File: src/rtl/fetch_unit.sv
// Instruction fetch sequencer: owns the fetch PC and buffers imem words in a
// prefetch FIFO for decode. Optional perf counters under `ifdef FETCH_PERF_EN.
`timescale 1ns/1ps

module fetch_unit #(
  parameter logic [31:0] RESET_PC  = 32'h0000_0000,
  parameter int          DEPTH     = 2,
  parameter int          MEM_WORDS = 64
) (
  input  logic        clk,
  input  logic        rst_n,
  output logic [31:0] imem_addr,
  input  logic [31:0] imem_instr,
  output logic        out_valid,
  input  logic        out_ready,
  output logic [31:0] out_instr,
  output logic [31:0] out_pc,
  input  logic        redirect_valid,
  input  logic [31:0] redirect_pc,
  output logic        fetch_end,
  output logic        misalign_err
`ifdef FETCH_PERF_EN
  ,
  output logic [31:0] perf_stall_cnt,
  output logic [31:0] perf_fetch_cnt
`endif
);

  localparam int          AW       = $clog2(DEPTH);
  localparam logic [32:0] END_ADDR = 33'(MEM_WORDS) * 33'd4;
  localparam logic [AW:0] PTR_ONE  = {{AW{1'b0}}, 1'b1};

  logic [31:0] r_fetch_pc;
  logic [AW:0] r_wr_ptr;
  logic [AW:0] r_rd_ptr;
  logic        r_misalign;
  logic [31:0] r_pc_mem    [DEPTH];
  logic [31:0] r_instr_mem [DEPTH];

  logic        w_empty;
  logic        w_full;
  logic        w_pop;
  logic        w_push;
  logic        w_fetch_end;
  logic [31:0] w_redirect_aligned;

  assign w_empty     = (r_wr_ptr == r_rd_ptr);
  assign w_full      = (r_wr_ptr[AW-1:0] == r_rd_ptr[AW-1:0]) &&
                       (r_wr_ptr[AW] != r_rd_ptr[AW]);
  // 33-bit compare so a MEM_WORDS reaching 4 GiB never wraps the limit.
  assign w_fetch_end = ({1'b0, r_fetch_pc} >= END_ADDR);
  assign w_pop       = !w_empty && out_ready;
  assign w_push      = !w_fetch_end && (!w_full || w_pop);

  assign w_redirect_aligned = {redirect_pc[31:2], 2'b00};

  assign imem_addr    = r_fetch_pc;
  assign out_valid    = !w_empty;
  assign out_pc       = w_empty ? 32'h0 : r_pc_mem[r_rd_ptr[AW-1:0]];
  assign out_instr    = w_empty ? 32'h0 : r_instr_mem[r_rd_ptr[AW-1:0]];
  assign fetch_end    = w_fetch_end;
  assign misalign_err = r_misalign;

  always_ff @(posedge clk or negedge rst_n) begin
    if (!rst_n) begin
      r_fetch_pc <= RESET_PC;
      r_wr_ptr   <= '0;
      r_rd_ptr   <= '0;
    end else if (redirect_valid) begin
      r_fetch_pc <= w_redirect_aligned;
      r_wr_ptr   <= '0;
      r_rd_ptr   <= '0;
    end else begin
      if (w_push) begin
        r_fetch_pc <= r_fetch_pc + 32'd4;
        r_wr_ptr   <= r_wr_ptr + PTR_ONE;
      end
      if (w_pop) begin
        r_rd_ptr <= r_rd_ptr + PTR_ONE;
      end
    end
  end

  always_ff @(posedge clk or negedge rst_n) begin
    if (!rst_n) begin
      r_misalign <= 1'b0;
    end else if (redirect_valid && (redirect_pc[1:0] != 2'b00)) begin
      r_misalign <= 1'b1;
    end
  end

  // Storage needs no reset: outputs are gated to zero while empty.
  always_ff @(posedge clk) begin
    if (w_push && !redirect_valid) begin
      r_pc_mem[r_wr_ptr[AW-1:0]]    <= r_fetch_pc;
      r_instr_mem[r_wr_ptr[AW-1:0]] <= imem_instr;
    end
  end

`ifdef FETCH_PERF_EN
  logic [31:0] r_stall_cnt;
  logic [31:0] r_fetch_cnt;

  always_ff @(posedge clk or negedge rst_n) begin
    if (!rst_n) begin
      r_stall_cnt <= '0;
      r_fetch_cnt <= '0;
    end else begin
      if (out_valid && !out_ready && (r_stall_cnt != 32'hFFFF_FFFF)) begin
        r_stall_cnt <= r_stall_cnt + 32'd1;
      end
      if (w_push && !redirect_valid && (r_fetch_cnt != 32'hFFFF_FFFF)) begin
        r_fetch_cnt <= r_fetch_cnt + 32'd1;
      end
    end
  end

  assign perf_stall_cnt = r_stall_cnt;
  assign perf_fetch_cnt = r_fetch_cnt;
`endif

endmodule

File: config.mk
export PLATFORM = sky130hd
export DESIGN_NAME = fetch_unit
export DESIGN_NICKNAME = d
export VERILOG_FILES = /design/src/rtl/fetch_unit.sv
export SDC_FILE = /design/constraint.sdc
export NUM_CORES = 1
export LEC_CHECK = 0
export CORE_ASPECT_RATIO = 1.5
export CORE_MARGIN = 4
export CORE_UTILIZATION = 40
export CTS_CLUSTER_SIZE = 20
export DETAILED_ROUTE_END_ITERATION = 16
export GPL_TIMING_DRIVEN = 0
export PLACE_DENSITY = 0.71
export SETUP_SLACK_MARGIN = 0.3
export SLEW_MARGIN = 20
export SYNTH_ARGS = -nofsm -noshare
export SYNTH_HDL_FRONTEND = slang
export SYNTH_SLANG_ARGS = --single-unit
File: constraint.sdc
create_clock -name clk -period 6.16 [get_ports clk]
set_clock_uncertainty 0.05 [all_clocks]
set_input_delay 0.924 -clock clk [delete_from_list [all_inputs] [get_ports clk]]
set_output_delay 0.924 -clock clk [all_outputs]
set_load 0.05 [all_outputs]
==> metrics.md <==
| Metric | Value |
|---|---|
| Unrepaired setup endpoints after global routing | `false` |
| Share of cells above drive strength 1 | `14.2%` |
| Max Slew Vio Count | `0` |
| Post-synth EDFFs | `124` |
| Number of max-cap violations | `0` |
| DR top layer | `met4` |
| Run status | `finished, final reports clean` |
| Post-CTS Setup Bufs | `0` |
| Max-slew headroom | `43.7%` |
| Clk Latency, worst-skew pair | `0.41 ns` |
| Post-synth cell types | `34` |
| Pre-CTS WS | `2.48 ns` |
| Measured slew at the worst slew-check pin | `0.842 ns` |
| Mapped Cells | `402` |
| Placed cell area | `0.00834 mm2` |
| Critical path startpoint category | `flop` |
| Crit Reg-Reg Startpoint | `imem_addr[12]` |
| Drt total wl | `14600 um` |
| Nets | `670` |
| Fmax | `0.247 GHz` |
| R2R setup slack | `3.18 ns` |
| Die Footprint | `0.0179 mm2` |
| H-tree depth | `4` |
| CP endpoint | `out_pc[8]` |
| Fin crit period | `4.05 ns` |
| R2R cell count | `7` |
| Die outline width | `111 um` |
| Register area share after synthesis | `72.9%` |
| Vias in the first global route | `4293` |
| Data required, critical path | `5.19 ns` |
| Reg area | `0.00460 mm2` |
| Worst hold path class | `input port to async pin` |
| Vias per cell | `4.89` |
| Most frequent cells in the layout | `160 x clkdlybuf4s50_1, 124 x edfxtp_1, 71 x nor2_1` |
| Final Hold Fails | `0` |
| Worst Setup SP | `r_rd_ptr[1]` |
| WL met2 | `7850 um` |
| Avg WL per Cell | `17.9 um` |
| Fill count | `1269` |
| First-pass GRT wire length | `22800 um` |
| DPL Wire Length | `10900 um` |
| Post-cts resize count | `0` |
| Initial core utilization | `40.6%` |
| Global route overflow | `0` |
| Final core occ | `57.1%` |
| Met3 WL | `708 um` |
| Num CTS Buffers | `17` |
| Critical Path End Type | `output pin` |
| FF+latch count, synth | `159` |
| RR Endpoint | `r_instr_mem[1][10]` |
| Static Leakage | `3.00 nW` |
| Crit Path Max Fanout | `10` |
| Detailed-route via count | `3987` |
| Syn avg cell area | `15.7 um2` |
| DR DRC count | `0` |
| Multi-input logic area | `0.00159 mm2` |
| Hold buffer count at CTS | `0` |
| Antenna Violating Nets Remaining | `0` |
| Ant. Diodes | `0` |
| Kind of critical path | `flop to output pin` |
| Clock transition at path regs | `0.06 ns` |
| Ports | `167` |
| GRT Resource Usage Total | `16.2%` |
| DRT iter0 DRCs | `165` |
| Synthesized area | `0.00631 mm2` |
| Row cnt | `56` |
| Root buffer cell | `clkbuf_16` |
| IO Port Bufs | `161` |
| Post-synth ARST share | `22.0%` |
| CTS tree | `built` |
| Top FF cell, synth | `edfxtp_1` |
| Die Span Y | `162 um` |
| Design area | `0.00889 mm2` |
| Pre-antenna DRT Iters | `4` |
| Syn. warnings | `0` |
| Final GP Congestion | `0.893` |
| Critical path arrival | `3.07 ns` |
| Routed length on met1 | `5840 um` |
| CTS Sinks | `159` |
| Period Utilization, post-route | `65.7%` |
| Initial antenna violation count | `0` |
| Peak VDD IR | `0.000161 V` |
| Worst setup margin | `2.11 ns` |
| Commonest non-fill, non-tap cell in the layout | `clkdlybuf4s50_1` |
| Pwr dens | `270 mW/mm2` |
| Setup violators final | `0` |
| Syn-to-layout area delta | `40.9%` |
| Largest net degree at the start of global routing | `26` |
| Total negative slack | `0 ns` |
| Placeable Area | `0.0156 mm2` |
| Max clock buf depth | `2` |
| Design Power | `2.40 mW` |
[synth_stat cells, types with 3 or more instances]
master / instances / area (um2)
a31oi_1: 6 / 37.5
buf_2: 8 / 40.0
buf_4: 4 / 30.0
clkbuf_1: 11 / 41.3
dfrtp_1: 35 / 876
edfxtp_1: 124 / 3720
inv_1: 6 / 22.5
mux2_2: 23 / 259
mux2i_1: 63 / 631
nand2_1: 3 / 11.3
nand3_1: 6 / 30.0
nor2_1: 71 / 267
o21ai_1: 3 / 15.0
o31ai_1: 5 / 37.5
or4_1: 5 / 37.5
xor2_1: 4 / 35.0
[layer usage]
metal,GRT usage (%),vias up
li1,-,1885
met1,18.4,1948
met2,29.6,137
met3,4.14,17
met4,5.66,0
met5,0,-
[kinds of logic after synthesis]
logic type | after synthesis | synth area share [%]
DFF | 159 | 72.9
xor gates and xnor gates | 5 | 0.694
buffers and inverters | 30 | 2.18
and+or+nand+nor | 97 | 7.36
muxes | 86 | 14.1
adders and majority gates | 2 | 0.397
other | 1 | 0.0594
AOI/OAI and AO/OA | 22 | 2.30
[power breakdown]
| group | switching (mW) | internal (mW) |
|---|---|---|
| clock network | 0.412 | 0.560 |
| logic | 0.117 | 0.0918 |
| registers | 0.0352 | 1.18 |
[critical path: stages, from the launching register on]
cell             delay, ns
dfrtp_1               0.44
xor2_1                0.21
nor2_1                0.67
clkbuf_1              0.47
nor2_1                0.14
clkdlybuf4s50_1       0.73
[final cells by class]
type                    count  area share (%)
flip-flops and latches    159            51.8
repair buffers            176            19.7
multi-input cells         216            17.9
clock buffers              20            4.91
well taps                 203            2.86
plain buffers              24            1.30
clock inverters            12            1.25
inverters                   6           0.253
[worst min path at each step]
stage	start	end	slack, ns	depth (start not counted)
after floorplan	r_rd_ptr[1]	r_rd_ptr[1]	0.51	2
after global placement	misalign_err	misalign_err	0.40	1
after detailed placement	misalign_err	misalign_err	0.41	1
after CTS	rst_n	imem_addr[10]	0.34	1
after global routing	rst_n	imem_addr[10]	0.34	1
final	rst_n	imem_addr[10]	0.35	1
[registers in the layout, indices dropped and copies added (netlist names)]
register and count:
r_instr_mem 64, r_pc_mem 60, imem_addr 30, r_rd_ptr 2, r_wr_ptr 2, misalign_err 1
[stage by stage]
stage	std cells	hold WS, ns
final	816	0.347
after global routing	816	0.344
after CTS	816	0.338
after detailed placement	784	0.406
after global placement	769	0.402
after floorplan	405	0.511
No activity file was read; power rests on OpenSTA's default activity.
